### src/rtl/add.sv
// add: registered WIDTH-bit adder with carry-in, unsigned carry-out and signed overflow.
// The result stage uses a single-entry valid/ready handshake and sustains one result per cycle.
`default_nettype none

module add #(
  parameter int WIDTH = 32
) (
  input  logic             clk,
  input  logic             rst,
  input  logic [WIDTH-1:0] in0,
  input  logic [WIDTH-1:0] in1,
  input  logic             cin,
  input  logic             in_valid,
  output logic             in_ready,
  output logic [WIDTH-1:0] out,
  output logic             cout,
  output logic             overflow,
  output logic             out_valid,
  input  logic             out_ready
);

  logic [WIDTH:0] sum;
  logic           sum_ovf;
  logic           accept;

  assign sum     = {1'b0, in0} + {1'b0, in1} + {{WIDTH{1'b0}}, cin};
  assign sum_ovf = (in0[WIDTH-1] == in1[WIDTH-1]) && (sum[WIDTH-1] != in0[WIDTH-1]);

  // The output slot may be refilled on the same edge that the consumer drains it.
  assign in_ready = rst && (!out_valid || out_ready);
  assign accept   = in_valid && in_ready;

  always_ff @(posedge clk or negedge rst) begin
    if (!rst) begin
      out       <= '0;
      cout      <= 1'b0;
      overflow  <= 1'b0;
      out_valid <= 1'b0;
    end else if (accept) begin
      out       <= sum[WIDTH-1:0];
      cout      <= sum[WIDTH];
      overflow  <= sum_ovf;
      out_valid <= 1'b1;
    end else if (out_ready) begin
      out_valid <= 1'b0;
    end
  end

endmodule

`default_nettype wire

### config.mk
export PLATFORM = sky130hd
export DESIGN_NAME = add
export DESIGN_NICKNAME = d
export VERILOG_FILES = /design/src/rtl/add.sv
export SDC_FILE = /design/constraint.sdc
export NUM_CORES = 1
export LEC_CHECK = 0
export ABC_AREA = 0
export BUFFER_PORTS_ARGS = -buffer_cell sky130_fd_sc_hd__buf_4
export CAP_MARGIN = 5
export CORE_AREA = 5 5 103 105
export CTS_CLUSTER_SIZE = 20
export DETAILED_ROUTE_END_ITERATION = 8
export DIE_AREA = 0 0 108 110
export GPL_TIMING_DRIVEN = 0
export SYNTH_ARGS = -nofsm -noshare
export SYNTH_HDL_FRONTEND = slang
export SYNTH_SLANG_ARGS = --single-unit
### constraint.sdc
create_clock -name clk -period 1.5 [get_ports clk]
set_input_delay 0.15 -clock clk [delete_from_list [all_inputs] [get_ports clk]]
set_output_delay 0.15 -clock clk [all_outputs]
set_load 0.01 [all_outputs]
==> results of run 1 <==
## metrics by stage
stage	TNS, ps	utilization	hold slack, ps	worst slack (ps)
after detailed placement	-27990	0.411	131	-1510
final	-17890	0.473	-182	-1090
after global routing	-20130	0.473	-159	-1160
after global placement	-27130	0.411	128	-1480
after CTS	-17420	0.450	-172	-1130
after floorplan	-15130	-	-146	-1120
## logic make-up after synthesis
family | after synthesis
and+or+nand+nor | 97
buffers and inverters | 21
DFF | 35
xor gates and xnor gates | 28
adders and majority gates | 33
AOI/OAI and AO/OA | 119
muxes | 2
## final cells by class
cell class                 count  area, um2  area share
multi-input combinational    279       2300       0.510
timing repair buffer         128        998       0.221
buffer                        12       66.3      0.0147
clock buffer                   6       72.6      0.0161
inverter                       8       30.0     0.00665
tap                          133        166      0.0369
sequential                    35        876       0.194
## state kept, by name, indices dropped and copies added (netlist names)
| register | cells |
|---|---|
| cout | 1 |
| overflow | 1 |
| out_valid | 1 |
| out | 32 |
## layout by cell type, fill, tap and decap left out, drive strengths merged, types with 2 or more instances in the layout
cell type	Yosys	routed
buf	2	131
clkbuf	11	15
a211o	2	2
o21ai	42	42
a221o	2	2
nand2b	3	3
nor2b	2	2
dfrtp	35	35
nand2	54	54
a41o	2	2
a211oi	3	3
xor2	13	13
nor3b	3	3
a31oi	8	8
ha	31	31
inv	8	8
o21bai	6	6
nor3	4	4
a21oi	30	30
fa	2	2
a21o	11	11
nor2	8	8
nand4	4	4
and2	3	3
and3	5	5
nand3	7	7
xnor2	15	15
o31ai	3	3
mux2	2	2
## metal layers
metal / up-vias / routed length [um] / part of all wire / GRT usage
met2: 90 / 4460 / 0.50 / 0.257
met5: - / 0 / 0 / 0
met3: 4 / 498 / 0.056 / 0.0326
met1: 1379 / 3890 / 0.44 / 0.188
met4: 0 / 17 / 0.0019 / 0.0126
li1: 1483 / - / - / -
## worst min-delay path by stage
stage               slack [ps]  startpoint  cells past startpoint   endpoint
finish                    -180         rst                      1     out[8]
global placement           130         rst                      1  out_valid
detailed placement         130         rst                      1  out_valid
global route              -160         rst                      1     out[8]
floorplan                 -150         rst                      0       cout
CTS                       -170         rst                      1     out[8]
## worst reg2reg max path: cells and delay by family (launching register included)
kind / cells / cell delay (ps)
and+or+nand+nor: 4 / 500
AOI/OAI and AO/OA: 1 / 100
buffers and inverters: 2 / 600
DFF: 1 / 340
## power by group through the flow
stage                     combinational (W)  clock [W]  sequential (W)
after CTS                           0.00187   0.000628         0.00133
after global placement              0.00165          0         0.00134
after detailed placement            0.00168          0         0.00135
final                               0.00199   0.000606         0.00133
after global routing                0.00219   0.000680         0.00135
after floorplan                    0.000827          0         0.00141
## repair_timing
| item | CTS | global route |
|---|---|---|
| setup buffers | 12 | 12 |
| gates resized for setup | 44 | 39 |
| gates cloned | 0 | 0 |
| hold endpoints to repair | 35 | 35 |
| pin swaps | 32 | 39 |
| endpoints found under the setup margin | 35 | 34 |
==> results.sh, run 1 <==
export IMPL_whs_ps=-182
export IMPL_critPathBufInv=1
export IMPL_slowest_stage="a221o_2"
export IMPL_insertion_delay_ps=280
export IMPL_synth_most_common_cell="nand2_1"
export IMPL_synthSimpleGateAreaFrac=0.157
export IMPL_synth_edf_count=0
export IMPL_diodes=0
export IMPL_viasPerCell=4.92
export IMPL_routed_wl_um=8870
export IMPL_syn_to_final_growth_pct=57.7
export IMPL_numCtsBuffers=5
export IMPL_power_switching_w=0.00142
export IMPL_synth_area_leaders="dfrtp_1, ha_1, nand2_1, o21ai_0, a21oi_1"
export IMPL_path_delay_family="compound AO/OA/AOI/OAI gates"
export IMPL_crit_required_ps=1660
export IMPL_finalPower_w=0.00393
export IMPL_ys_seq_elements=35
export IMPL_p_int_w=0.00250
export IMPL_rsz0062_at_grt="yes"
export IMPL_track_usage=0.145
export IMPL_design_area_mm2=0.00451
export IMPL_drc=0
export IMPL_slew_headroom=0.565
export IMPL_first_iter_violations=64
export IMPL_cts_tree="built"
export IMPL_path_class="primary input to flop"
export IMPL_report_final_slew_viol_count=0
export IMPL_reg2regPathDepth=7
export IMPL_synth_top_cells_by_count="nand2_1, o21ai_0, dfrtp_1, ha_1, a21oi_1"
export IMPL_fmaxAchievable_ghz=0.387
export IMPL_post_dp_cell_area_mm2=0.00393
export IMPL_synth_top_family_by_area="compound AO/OA/AOI/OAI gates"
export IMPL_grt_pass1_wl_um=14100
export IMPL_htreeDepth=2
export IMPL_yosys_area_share_adder=0.150
export IMPL_postSynthCellCount=335
export IMPL_antenna_found_initial=0
export IMPL_wire_per_inst_um=14.8
export IMPL_hold_class="primary input to asynchronous set/reset pin"
export IMPL_r2r_start="out_valid"
export IMPL_setup_worst_path_end="cout"
export IMPL_first_pass_iters=4
export IMPL_syn_num_nets=437
export IMPL_clockBufferDepth=2
export IMPL_syn_area_per_cell_um2=8.54
export IMPL_synth_ff_type="dfrtp_1"
export IMPL_ant_nets=0
export IMPL_power_frac_comb=0.507
export IMPL_hold_viol=35
export IMPL_ir_worst_vdd_mv=0.306
export IMPL_ioPinCount=105
export IMPL_die_h_um=110
export IMPL_yosys_area_top_type="dfrtp_1"
export IMPL_r2r_end="out[24]"
export IMPL_p_sw_frac=0.363
export IMPL_synth_compound_area_share=0.266
export IMPL_p_per_area_mw_per_mm2=870
export IMPL_syn_area_mm2=0.00286
export IMPL_max_cap_viol_count=0
export IMPL_start_util=0.300
export IMPL_path_clk_slew_ps=70
export IMPL_design_core_area_mm2=0.00955
export IMPL_tightest_slew_ps=652
export IMPL_synthXorXnorAreaFrac=0.0857
export IMPL_violations="negative hold slack, negative setup slack"
export IMPL_fin_ws_ps=-1090
export IMPL_async_flop_share=1.00
export IMPL_dp_hpwl_um=6810
export IMPL_grt_pass1_vias=2959
export IMPL_min_period_ps=2590
export IMPL_port_buffers=104
export IMPL_drive_gt1_frac=0.421
export IMPL_clock_tree_root_cell="clkbuf_8"
export IMPL_crit_start="cin"
export IMPL_place_inst=572
export IMPL_fin_nets=571
export IMPL_grt_start_max_net_pins=37
export IMPL_crit_path_max_incr_delay_ps=410
export IMPL_cpMostUsedCell="fa_2"
export IMPL_rows=36
export IMPL_vias=2956
export IMPL_outcome="finished, violations left"
export IMPL_numClockSinks=35
export IMPL_seqPwrFrac=0.339
export IMPL_overflow=0
export IMPL_post_route_period_util=1.72
export IMPL_yosysUniqueCellTypes=49
export IMPL_fillers=949
export IMPL_synth_area_mux_share=0.00787
export IMPL_power_leakage_nw=2.11
export IMPL_start_kind="primary input"
export IMPL_path_depth=12
export IMPL_arrival_ps=2750
export IMPL_dieArea_mm2=0.0119
export IMPL_setup_violations=27
export IMPL_fin_cells=601
export IMPL_synth_seq_area_share=0.306
export IMPL_setup_reg_to_reg_worst_slack_ps=-110
export IMPL_cp_max_fo=4
export IMPL_synth_top_area_frac=0.306
export IMPL_fin_skew_ps=3.18
export IMPL_path_cells="buf_6, fa_2, fa_2, a21o_1, a31oi_4, o21ai_2, a221o_2, a21oi_4, o2bb2ai_4, o31a_4, a2111oi_4, a211o_1"
export IMPL_die_width_um=108
export IMPL_yosysWarnings=0
export IMPL_clkPwrFrac=0.154
export IMPL_gp_congestion=0.784
export IMPL_crit_path_end_kind="flop"
Power figures use the tool's default switching activity.
==> run 2: changes to the inputs <==
--- a/config.mk
+++ b/config.mk
@@ -5,7 +5,6 @@
 export SDC_FILE = /design/constraint.sdc
 export NUM_CORES = 1
 export LEC_CHECK = 0
-export ABC_AREA = 0
 export BUFFER_PORTS_ARGS = -buffer_cell sky130_fd_sc_hd__buf_4
 export CAP_MARGIN = 5
 export CORE_AREA = 5 5 103 105
==> constraint.sdc (replaced) <==
create_clock -name clk -period 1.5 [get_ports clk]
set_input_delay 0.15 -clock clk [delete_from_list [all_inputs] [get_ports clk]]
set_output_delay 0.15 -clock clk [all_outputs]
set_load 0.1 [all_outputs]
==> run 2 against run 1 <==
Largest power group unchanged. Total power up 43%. Final area up 0.44%. First-iteration DRC count down 27%. Hold slack worse by 2.0 ps. Flip-flop and latch count unchanged. Final cell count down 0.17%. Die area unchanged. Register-to-register slack better by 60 ps. Clock skew up 3.4 ps. Highest routed layer unchanged. Sequential power about the same. The flow still finishes with violations (negative hold slack, negative setup slack). Critical path type unchanged. Core utilization up 0.21 points. Wire length down 0.15%.
==> results.sh, run 2 (synthesis gave the netlist of run 1 again) <==
export IMPL_vias=2985
export IMPL_path_delay_family="compound AO/OA/AOI/OAI gates"
export IMPL_routed_wl_um=8860
export IMPL_whs_ps=-184
export IMPL_cts_tree="built"
export IMPL_setup_violations=25
export IMPL_outcome="finished, violations left"
export IMPL_overflow=0
export IMPL_die_width_um=108
export IMPL_grt_pass1_wl_um=13900
export IMPL_gp_congestion=0.761
export IMPL_layout_commonest_cell="buf_4"
export IMPL_arrival_ps=2730
export IMPL_ir_worst_vdd_mv=0.678
export IMPL_dr_max_layer_used="met4"
export IMPL_clkPwrFrac=0.116
export IMPL_diodes=0
export IMPL_fin_skew_ps=6.55
export IMPL_numCtsBuffers=5
export IMPL_p_sw_frac=0.549
export IMPL_min_period_ps=2560
export IMPL_largest_reg_flops=32
export IMPL_path_cells="buf_6, fa_2, fa_2, a21o_1, a31oi_4, o21ai_2, a221o_2, a21oi_4, o2bb2ai_4, o31a_4, a2111oi_2, a211o_1"
export IMPL_path_clk_slew_ps=70
export IMPL_m1WireLength_um=3710
export IMPL_routed_wl_met2_um=4570
export IMPL_p_int_w=0.00253
export IMPL_fmaxAchievable_ghz=0.390
export IMPL_cpMostUsedCell="fa_2"
export IMPL_drc=0
export IMPL_first_iter_violations=47
export IMPL_fin_ws_ps=-1060
export IMPL_fin_nets=568
export IMPL_rows=36
export IMPL_start_kind="primary input"
export IMPL_syn_to_final_growth_pct=58.4
export IMPL_start_util=0.300
export IMPL_cp_max_fo=4
export IMPL_slew_headroom=0.588
export IMPL_crit_path_end_kind="flop"
export IMPL_finish_utilization=0.475
export IMPL_ioPinCount=105
export IMPL_wire_per_inst_um=14.8
export IMPL_crit_start="in0[0]"
export IMPL_report_final_slew_viol_count=0
export IMPL_clock_tree_root_cell="clkbuf_8"
export IMPL_design_core_area_mm2=0.00955
export IMPL_dp_hpwl_um=6940
export IMPL_drive_gt1_frac=0.422
export IMPL_numClockSinks=35
export IMPL_power_switching_w=0.00308
export IMPL_dieArea_mm2=0.0119
export IMPL_hold_viol=35
export IMPL_power_leakage_nw=2.11
export IMPL_tightest_slew_ps=618
export IMPL_max_cap_viol_count=0
export IMPL_seqPwrFrac=0.236
export IMPL_design_area_mm2=0.00453
export IMPL_grt_start_max_net_pins=37
export IMPL_reg2regPathDepth=6
export IMPL_post_dp_cell_area_mm2=0.00398
export IMPL_finalPower_w=0.00561
export IMPL_grt_pass1_vias=2959
export IMPL_ant_nets=0
export IMPL_antenna_found_initial=0
export IMPL_die_h_um=110
export IMPL_track_usage=0.145
export IMPL_crit_required_ps=1670
export IMPL_power_frac_comb=0.648
export IMPL_p_per_area_mw_per_mm2=1240
export IMPL_violations="negative hold slack, negative setup slack"
export IMPL_largest_register="out"
export IMPL_slowest_stage="a221o_2"
export IMPL_htreeDepth=2
export IMPL_insertion_delay_ps=280
export IMPL_dr_wl_met3_um=516
export IMPL_port_buffers=104
export IMPL_r2r_start="out_valid"
export IMPL_path_depth=12
export IMPL_mostFrequentLayoutCells="buf_4, nand2_1, dfrtp_1"
export IMPL_critPathBufInv=1
export IMPL_viasPerCell=4.98
export IMPL_hold_class="primary input to asynchronous set/reset pin"
export IMPL_post_route_period_util=1.71
export IMPL_crit_path_max_incr_delay_ps=430
export IMPL_rsz0062_at_grt="yes"
export IMPL_path_class="primary input to flop"
export IMPL_first_pass_iters=4
export IMPL_clockBufferDepth=2
[run 2: layout make-up]
type / count / area, um2
Fill cell: 931 / 5020
Multi-Input combinational cell: 279 / 2310
Timing Repair Buffer: 124 / 970
Sequential cell: 35 / 880
Tap cell: 133 / 166
Buffer: 13 / 95.1
Clock buffer: 7 / 76.3
Inverter: 8 / 30.0
Clock inverter: 1 / 5.00
[run 2: per-stage QoR]
stage / std cells / setup TNS [ps] / setup WS [ps]
after floorplan: 335 / -18450 / -1120
after global placement: 572 / -25460 / -1480
after detailed placement: 572 / -26390 / -1510
after CTS: 590 / -16950 / -1090
after global routing: 600 / -20590 / -1140
final: 600 / -18270 / -1060
[run 2: repair_timing]
action                                  CTS  global route
cloned                                    0             0
endpoints found under the hold margin    35            35
setup buffers                            10            11
endpoints found under the setup margin   24            32
gates resized for setup                  35            35
pin swaps                                32            29
[run 2: worst paths after layout]
path                             end  slack (ps)
setup / recovery                cout       -1060
hold / removal                out[0]        -180
setup reg to reg             out[30]         -50
hold reg to reg             overflow         480
max in group asynchronous  out_valid        1330
min in group clk           out_valid         130
[run 2: layer usage]
metal	track usage	vias up
met1	0.178	1409
li1	-	1483
met2	0.259	84
met4	0.0252	0
met5	0	-
met3	0.0367	9
[run 2: power by group through the flow]
stage | Combinational, W | Clock, W | Sequential (W)
floorplan | 0.000875 | 0 | 0.00299
global placement | 0.00333 | 0 | 0.00133
detailed placement | 0.00336 | 0 | 0.00134
CTS | 0.00352 | 0.000686 | 0.00133
global route | 0.00382 | 0.000724 | 0.00135
finish | 0.00364 | 0.000653 | 0.00132
